===== src/rtl/flit_deserializer.sv =====
`default_nettype none
// ============================================================================
// Module      : flit_deserializer
// Description : Assembles UART receive bytes (MSB first) into 128-bit flits,
//               verifies the 16-bit word checksum, presents good flits on a
//               valid/ready output register and reports drops as error pulses.
// Revision    : 1.0 - initial release
// ============================================================================
module flit_deserializer #(
    parameter int unsigned TIMEOUT_CYCLES = 17360
) (
    input  logic         clk,
    input  logic         rst,
    input  logic [7:0]   byte_i,
    input  logic         byte_valid_i,
    output logic [127:0] flit_o,
    output logic         flit_valid_o,
    input  logic         flit_ready_i,
    output logic [31:0]  err_o,
    output logic [7:0]   drop_cnt_o
);

    localparam logic [31:0] c_NO_ERROR            = 32'h0000_0000;
    localparam logic [31:0] c_RX_BUFFER_OVERFLOW  = 32'h0000_0001;
    localparam logic [31:0] c_TX_NOT_REACHABLE    = 32'h0000_0002;
    localparam logic [31:0] c_GENERAL_FATAL_ERROR = 32'h8000_0000;
    // Idle count seen in the cycle that completes TIMEOUT_CYCLES idle cycles
    localparam logic [15:0] c_IDLE_LAST           = 16'(TIMEOUT_CYCLES - 1);

    localparam logic [0:0]  c_IDLE  = 1'b0;
    localparam logic [0:0]  c_CHECK = 1'b1;

    logic [119:0] r_shift;
    logic [3:0]   r_cnt;
    logic [15:0]  r_idle;
    logic [127:0] r_chk;
    logic [0:0]   r_state;
    logic [0:0]   w_state_nxt;
    logic [127:0] r_flit;
    logic         r_flit_valid;
    logic [31:0]  r_err;
    logic [7:0]   r_drop;

    logic         w_capture;
    logic         w_timeout;
    logic         w_chk_pending;
    logic [15:0]  w_sum;
    logic         w_good;
    logic         w_consume;
    logic         w_load;
    logic         w_overflow;
    logic         w_bad;
    logic [1:0]   w_drop_inc;
    logic [8:0]   w_drop_sum;

    assign w_capture     = byte_valid_i && (r_cnt == 4'd15);
    // A strobe always beats the timeout in the same cycle
    assign w_timeout     = !byte_valid_i && (r_cnt != 4'd0) && (r_idle == c_IDLE_LAST);
    // The CHECK state doubles as the pending flag for the check register
    assign w_chk_pending = (r_state == c_CHECK);
    assign w_consume     = r_flit_valid && flit_ready_i;

    // Byte assembly: shift in each strobe, discard the partial flit on timeout
    always_ff @(posedge clk) begin
        if (rst) begin
            r_shift <= '0;
            r_cnt   <= 4'd0;
        end else if (byte_valid_i) begin
            r_shift <= {r_shift[111:0], byte_i};
            r_cnt   <= r_cnt + 4'd1;
        end else if (w_timeout) begin
            r_cnt   <= 4'd0;
        end
    end

    // Idle counter: cleared by strobes, runs only while a flit is partial
    always_ff @(posedge clk) begin
        if (rst || byte_valid_i || (r_cnt == 4'd0) || w_timeout) begin
            r_idle <= 16'd0;
        end else begin
            r_idle <= r_idle + 16'd1;
        end
    end

    // Check register: snapshot of the complete flit on the 16th byte
    always_ff @(posedge clk) begin
        if (rst) begin
            r_chk <= '0;
        end else if (w_capture) begin
            r_chk <= {r_shift, byte_i};
        end
    end

    // Checksum: modulo-2^16 sum of the seven upper 16-bit words
    always_comb begin
        w_sum = 16'd0;
        for (int i = 0; i < 7; i++) begin
            w_sum = w_sum + r_chk[127 - 16*i -: 16];
        end
        w_good = (w_sum == r_chk[15:0]);
    end

    // Check-stage state register
    always_ff @(posedge clk) begin
        if (rst) begin
            r_state <= c_IDLE;
        end else begin
            r_state <= w_state_nxt;
        end
    end

    // Check-stage next state and outcome decode
    always_comb begin
        w_state_nxt = r_state;
        w_load      = 1'b0;
        w_overflow  = 1'b0;
        w_bad       = 1'b0;
        case (r_state)
            c_IDLE: begin
                if (w_capture) w_state_nxt = c_CHECK;
            end
            c_CHECK: begin
                w_state_nxt = w_capture ? c_CHECK : c_IDLE;
                if (!w_good) begin
                    w_bad = 1'b1;
                end else if (!r_flit_valid || flit_ready_i) begin
                    w_load = 1'b1;
                end else begin
                    w_overflow = 1'b1;
                end
            end
            default: w_state_nxt = c_IDLE;
        endcase
    end

    // Output register: held while valid and not ready
    always_ff @(posedge clk) begin
        if (rst) begin
            r_flit       <= '0;
            r_flit_valid <= 1'b0;
        end else if (w_load && w_chk_pending) begin
            r_flit       <= r_chk;
            r_flit_valid <= 1'b1;
        end else if (w_consume) begin
            r_flit_valid <= 1'b0;
        end
    end

    assign w_drop_inc = {1'b0, w_bad} + {1'b0, w_overflow} + {1'b0, w_timeout};
    assign w_drop_sum = {1'b0, r_drop} + {7'd0, w_drop_inc};

    // Error pulse and saturating drop counter
    always_ff @(posedge clk) begin
        if (rst) begin
            r_err  <= c_NO_ERROR;
            r_drop <= 8'd0;
        end else begin
            r_err  <= (w_bad      ? c_GENERAL_FATAL_ERROR : c_NO_ERROR)
                    | (w_overflow ? c_RX_BUFFER_OVERFLOW  : c_NO_ERROR)
                    | (w_timeout  ? c_TX_NOT_REACHABLE    : c_NO_ERROR);
            r_drop <= w_drop_sum[8] ? 8'd255 : w_drop_sum[7:0];
        end
    end

    assign flit_o       = r_flit;
    assign flit_valid_o = r_flit_valid;
    assign err_o        = r_err;
    assign drop_cnt_o   = r_drop;

endmodule
`default_nettype wire

===== config.mk =====
export PLATFORM = sky130hd
export DESIGN_NAME = flit_deserializer
export DESIGN_NICKNAME = d
export VERILOG_FILES = /design/src/rtl/flit_deserializer.sv
export SDC_FILE = /design/constraint.sdc
export NUM_CORES = 1
export LEC_CHECK = 0
export CAP_MARGIN = 20
export CORE_MARGIN = 3
export CORE_UTILIZATION = 57
export CTS_CLUSTER_SIZE = 12
export DETAILED_ROUTE_END_ITERATION = 7
export MAX_ROUTING_LAYER = met4
export PLACE_DENSITY = 0.82
export SLEW_MARGIN = 20
export SYNTH_ARGS = -nofsm -noshare
export SYNTH_HDL_FRONTEND = slang
export SYNTH_SLANG_ARGS = --single-unit

===== constraint.sdc =====
create_clock -name clk -period 8.4 [get_ports clk]
set_clock_uncertainty 0.15 [all_clocks]
set_input_delay 2.52 -clock clk [delete_from_list [all_inputs] [get_ports clk]]
set_output_delay 2.52 -clock clk [all_outputs]
set_load 0.01 [all_outputs]

* Word level (Yosys, flattened, before mapping)
Cells that the tools add are included.
** Storage, ports and cells
- Register bits after elaboration :: 438
- Output and inout port bits :: 169
- Word-level logic and storage cells :: 57
** Operators by class
- Add/subtract/negate cells :: 11
- Equality and inequality tests :: 3
- Multiplexer cells :: 17
- Bitwise gates (word level) :: 2
- Reductions and logical operators :: 15
** Operator list (number)
- adder 16 bit :: 6
- 2-to-1 mux 32 bit :: 1
- OR 32 x 1 -> 32 bit :: 1
- OR 32 x 2 -> 32 bit :: 1
- adder 16 x 1 -> 16 bit (second input constant) :: 1
- equality test 16 x 15 -> 1 bit (second input constant) :: 1
- equality test 16 bit :: 1
- 2-to-1 mux 1 bit :: 12
- adder 8 x 2 -> 9 bit :: 1
- 2-to-1 mux 4 bit :: 2
- 2-to-1 mux 8 bit :: 1
- logical AND 1 bit :: 5
- adder 4 x 1 -> 4 bit (second input constant) :: 1
- equality test 4 bit (second input constant) :: 1
- logical NOT 4 bit :: 1
- logical OR 1 bit :: 4
- nonzero test 2 bit :: 2
- nonzero test 4 bit :: 1
- adder 1 x 1 -> 2 bit :: 1
- adder 2 x 1 -> 2 bit :: 1
- logical NOT 1 bit :: 2
- 2-to-1 mux 2 bit :: 1

* Logic depth before layout (Yosys ltp)
- Depth after elaboration :: 13
- Depth in mapped cells :: 26
- Depth with buffers taken out :: 25

* Worst setup path before layout
OpenSTA, ideal clock, no wires.
- Path type :: reg-to-reg
- Start point :: register r_chk[18]
- End point :: register r_drop[4] (netlist: drop_cnt_o[4])
- Setup time :: 0.070 ns
- Data arrival time :: 6.131 ns
- Path slack :: 2.049 ns
- Stages on the path, launching flop included :: 21
- Path buffers :: 1
- Period minus slack after synthesis :: 6.351 ns
- Path through :: dfxtp_1 fa_1 inv_1 fa_1 fa_1 inv_1 fa_1 fa_1 a211oi_1 o21ai_1 a2111oi_0 o31a_1 nand4_1 clkbuf_2 and2_1 fa_1 ha_1 fa_1 and4_1 or2_2 a21oi_1
** On the way
- Word-level cells in the longest chain between the ends :: 8
- Elaborated cells on any way between the ends :: 10
- Those cells by class :: add/sub: 4; eq/ne: 1; mux: 5
** Ends and longest elaborated chain
- start: declaration :: RTL line 36 : logic [127:0] r_chk;
- start signal: assignment :: RTL line 90 : r_chk <= {r_shift, byte_i};
- adder 16 bit :: RTL line 98 : w_sum = w_sum + r_chk[127 - 16*i -: 16];
- equality test 16 bit :: RTL line 100 : w_good = (w_sum == r_chk[15:0]);
- 2-to-1 mux 1 bit :: RTL line 124 : if (!w_good) begin
- 2-to-1 mux 1 bit :: RTL line 118 : case (r_state)
- named net w_bad :: RTL line 52 : logic w_bad;
- adder 1 x 1 -> 2 bit :: RTL line 149 : assign w_drop_inc = {1'b0, w_bad} + {1'b0, w_overflow} + {1'b0, w_timeout};
- adder 2 x 1 -> 2 bit :: RTL line 149
- adder 8 x 2 -> 9 bit :: RTL line 150 : assign w_drop_sum = {1'b0, r_drop} + {7'd0, w_drop_inc};
- 2-to-1 mux 8 bit :: RTL line 161 : r_drop <= w_drop_sum[8] ? 8'd255 : w_drop_sum[7:0];
- end signal: assignment :: RTL line 161
- end: declaration :: RTL line 42 : logic [7:0] r_drop;
The timed path passes the listed nets, and every way through them passes these cells.
A chain may end at the register's enable or synchronous reset.

* Final worst setup path
- Start point :: register r_chk[18]
- End point :: register r_drop[1] (netlist: drop_cnt_o[1])
** On the way
- Word-level cells in the longest chain between the ends :: 8
- Elaborated cells on any way between the ends :: 10
- Those cells by class :: add/sub: 4; eq/ne: 1; mux: 5
** Ends and longest elaborated chain
- adder 16 bit :: RTL line 98
- equality test 16 bit :: RTL line 100
- 2-to-1 mux 1 bit :: RTL line 124
- 2-to-1 mux 1 bit :: RTL line 118
- named net w_overflow :: RTL line 51 : logic w_overflow;
- adder 1 x 1 -> 2 bit :: RTL line 149
- adder 2 x 1 -> 2 bit :: RTL line 149
- adder 8 x 2 -> 9 bit :: RTL line 150
- 2-to-1 mux 8 bit :: RTL line 161
The timed path passes the listed nets, and every way through them passes these cells.

==> results by stage <==
Clock network:
- After clock tree synthesis, the clock-pin slew on the worst setup and hold paths is 0.06 ns.
- The hold buffer count at CTS is 0.
- Gates resized during post-CTS repair numbered 0.
- The TritonCTS clock tree is done.
- The root buffer cell is sky130_fd_sc_hd__clkbuf_16.
- The clock reaches the later pin of the worst-skew pair after 0.54 ns.
- The clock passes through at most 3 buffers.
- The H-tree was split into 2 levels.
- The number of clock sinks is 409.
- The number of buffers inserted by post-CTS setup repair is 0.
- The number of clock buffers added by TritonCTS is 42.

Worst setup path:
- The number of buffers and inverters on the critical path is 2.
- The source of the worst register-to-register timing path is r_chk[18].
- The critical path goes through fa_1, inv_1, fa_1, fa_1, inv_1, fa_1, fa_1, a211oi_1, nor2_1, xnor2_1, o21bai_1, nor4_1, and4_4, nand2_1, nor2_1, ha_1, fa_1, and4_1, nand4_1, a21oi_1.
- The path type of the worst setup path is flop to flop.
- Counting stages on the worst path, the most repeated cell is sky130_fd_sc_hd__fa_1.
- The endpoint identified for the worst register-to-register timing path is drop_cnt_o[1].
- Along the worst path, the maximum fanout reaches 59.
- The kind of cell with the highest combined delay on the critical path is adder cells.
- The number of cells on the worst reg-to-reg path is 20.
- Among all stages on the critical path, the largest delay is contributed by sky130_fd_sc_hd__and4_4.
- The number of stages on the worst setup path is 20.
- Data on the critical path is required at its endpoint by 8.70 ns.
- The reg2reg setup slack is 1.48 ns.
- Data arrives at the worst endpoint at 7.22 ns.
- The worst setup path is captured at a flop.
- The nature of the critical path startpoint is a flop.
- The highest cell delay on the worst timing path is 0.80 ns.

Logic synthesis:
- In the synthesized netlist the dominant register cell turns out to be sky130_fd_sc_hd__dfxtp_1.
- Synthesis produced a netlist whose cell count is 2,009.
- The share of synthesized registers carrying an async set or reset is 0%.
- The sequential area share after synthesis is 46.02%.
- After synthesis, the mean cell area works out to 8.857 um^2.
- The synthesized design contains 0 enable-type register cells.
- The synthesis warning total is 0.
- The cell taking the most area after synthesis is sky130_fd_sc_hd__dfxtp_1.
- The synthesized area is 17,790 um^2.
- Synthesis inferred 409 register bits.
- The share of synthesized area in the top cell type comes to 46.02%.
- By area the synthesized netlist is led by sky130_fd_sc_hd__dfxtp_1, sky130_fd_sc_hd__fa_1, sky130_fd_sc_hd__a21oi_1.
- The distinct cell type count of the synthesized netlist is 52.

GRT:
- The total global-route track usage is 28.90%.
- The wire length of the first global-routing pass is 75,710 um.
- The pin count of the biggest net entering global routing is 249.
- Summed over all layers, the global routing overflow is 0.
- The initial antenna violation count is 0.
- The number of global-route vias before repair is 13,790.

Die:
- The starting utilization of the core area is 58.02%.
- The die covers 33,370 um^2.
- The floorplan die height is 182.7 um.
- Measured along the x axis, the die boundary spans 182.7 um.
- In this run the core area contains 64 standard-cell rows.
- The top-level port count is 181.
- After floorplanning, the core was sized to cover 30,670 um^2.

Final layout:
- Excluding fillers, the count of instances in the completed layout stands at 2,487.
- The area growth from synthesis to layout is 14.59%.
- The filler cells instantiated in the layout total 2,428.
- Registers take 8188 um^2.
- Leaving out fill and tap cells, the most frequent cell in the layout is sky130_fd_sc_hd__dfxtp_1.
- At the end of the flow, the number of nets in the layout was 2,176.
- The area used by multi-input combinational logic is 8487 um^2.
- The area of all placed cells without fillers is 20,390 um^2.
- In the layout the commonest cells are sky130_fd_sc_hd__dfxtp_1, sky130_fd_sc_hd__a21oi_1, sky130_fd_sc_hd__nand2_1.
- 0 antenna diodes ended up in the layout.
- Cells with a size suffix above 1 make up 3.491% of the layout.

Pwr:
- The total power divided by cell area is 184.2 nW/um^2.
- The static power due to leakage is 7.551 nW.
- IR analysis of the VDD net gives a maximum drop of 161.2 uV.

Place:
- The detailed placer's ending HPWL is 32,310 um.
- The count of input and output buffers is 151.
- At the end of routability-driven placement, the weighted congestion stood at 0.8816.
- The placed cell area is 19,130 um^2.
- Including well taps, the total number of placed cells is 2,420.

Detailed routing:
- The first detailed-routing pass took 6 iterations.
- In this run, the number of DRC markers left after iteration 0 of detailed routing was 1,609.
- The number of vias in the routed layout is 14,470.
- For this run, design rule violations remaining after detail routing come to 0.
- After detailed routing, the average wire length per cell comes to 19.21 um.
- The number of vias per cell is 5.819.
- The final routed wirelength across all metal layers is 47,770 um.
- The remaining number of nets flagged by the antenna check after routing is 0.

Flow run:
- The tool flagged a number of max-cap violations equal to 0.

STA:
- The worst path uses 82.35% of the clock period.
- The shortest clock period the worst path allows after layout is 6.918 ns.
- Adding up every negative setup slack in the final design gives 0 ns.
- For the pin with the worst max-slew slack, the measured transition is 1.086 ns.
- The tightest slew margin relative to the limit is 27.57%.
- The max-slew violation count was 0.
- Static timing analysis puts the maximum clock frequency at 0.1446 GHz.
- The number of endpoints with negative hold slack in the final report is 0.
- Setup repair after global routing left no endpoint under its margin.
- The total of endpoints with negative setup slack in the final report is 0.

Hold path:
- The path class of the tightest hold or removal check is flop to flop.
- The path with the worst hold slack has its endpoint at r_idle[0].
- The start point of the worst hold path is r_idle[0].
- Counting instances, the worst hold path has a depth of 1.

Run status:
- The flow ran to the end, and the final reports show no timing, DRC or antenna violations.
==> routing by layer <==
| layer | global-route usage [%] | up-vias | wire length [um] |
|---|---|---|---|
| li1 | - | 6721 | - |
| met1 | 39.97 | 7008 | 20360 |
| met2 | 44.56 | 639 | 22250 |
| met3 | 4.006 | 105 | 3608 |
| met4 | 8.684 | 0 | 1558 |
| met5 | - | - | 0 |
==> layout make-up <==
| type | count | area share, % |
|---|---|---|
| clock buffers | 61 | 5.854 |
| well taps | 396 | 2.430 |
| multi-input cells | 1355 | 41.62 |
| flip-flops and latches | 409 | 40.16 |
| repair buffers | 160 | 7.855 |
| clock inverters | 6 | 0.2393 |
| inverters | 100 | 1.841 |
==> kinds of logic after synthesis <==
kind of cell	Yosys count	synth area share, %
other	1	0.02108
muxes	120	6.751
and+or+nand+nor	611	14.59
DFF	409	46.02
xor gates and xnor gates	53	2.609
adders and majority gates	96	9.873
AOI/OAI and AO/OA	446	13.14
buffers and inverters	273	6.997
==> state kept, by name, summed over array words and instances (netlist names) <==
register	count
r_idle	16
r_chk	128
err_o	3
flit_o	128
r_state	1
r_cnt	4
r_shift	120
drop_cnt_o	8
flit_valid_o	1
==> synthesized netlist by cell type (all sizes together), types with 18 or more instances <==
library cell	instances
nand3	142
fa	74
o21ai	133
buf	48
nand2	271
a21oi	281
mux2i	120
clkbuf	125
inv	100
xnor2	35
xor2	18
dfxtp	409
nor2	156
ha	22
==> where the power goes <==
| group | internal, W | switching (W) |
|---|---|---|
| Clock | 0.000982 | 0.000740 |
| Combinational | 0.0000236 | 0.0000583 |
| Sequential | 0.00195 | 0.00000630 |
==> through the flow <==
stage | setup slack [ns] | hold slack, ns | util (%) | total power (W)
after floorplan | 2.049 | 0.2679 | - | 0.002066
after global placement | 1.714 | 0.2843 | 62.39 | 0.002074
after detailed placement | 1.514 | 0.2947 | 62.39 | 0.002075
after CTS | 1.494 | 0.3048 | 66.44 | 0.003768
after global routing | 1.004 | 0.3246 | 66.48 | 0.003857
final | 1.482 | 0.3063 | 66.48 | 0.003756
==> worst max-delay path by stage <==
stage | to | slack (ns) | startpoint
finish | drop_cnt_o[1] | 1.48 | r_chk[18]
global route | drop_cnt_o[4] | 1.00 | r_chk[18]
CTS | drop_cnt_o[1] | 1.49 | r_chk[18]
detailed placement | drop_cnt_o[4] | 1.51 | r_chk[18]
global placement | drop_cnt_o[7] | 1.71 | r_chk[18]
floorplan | drop_cnt_o[4] | 2.05 | r_chk[18]
(Power assumes the default switching activity.)
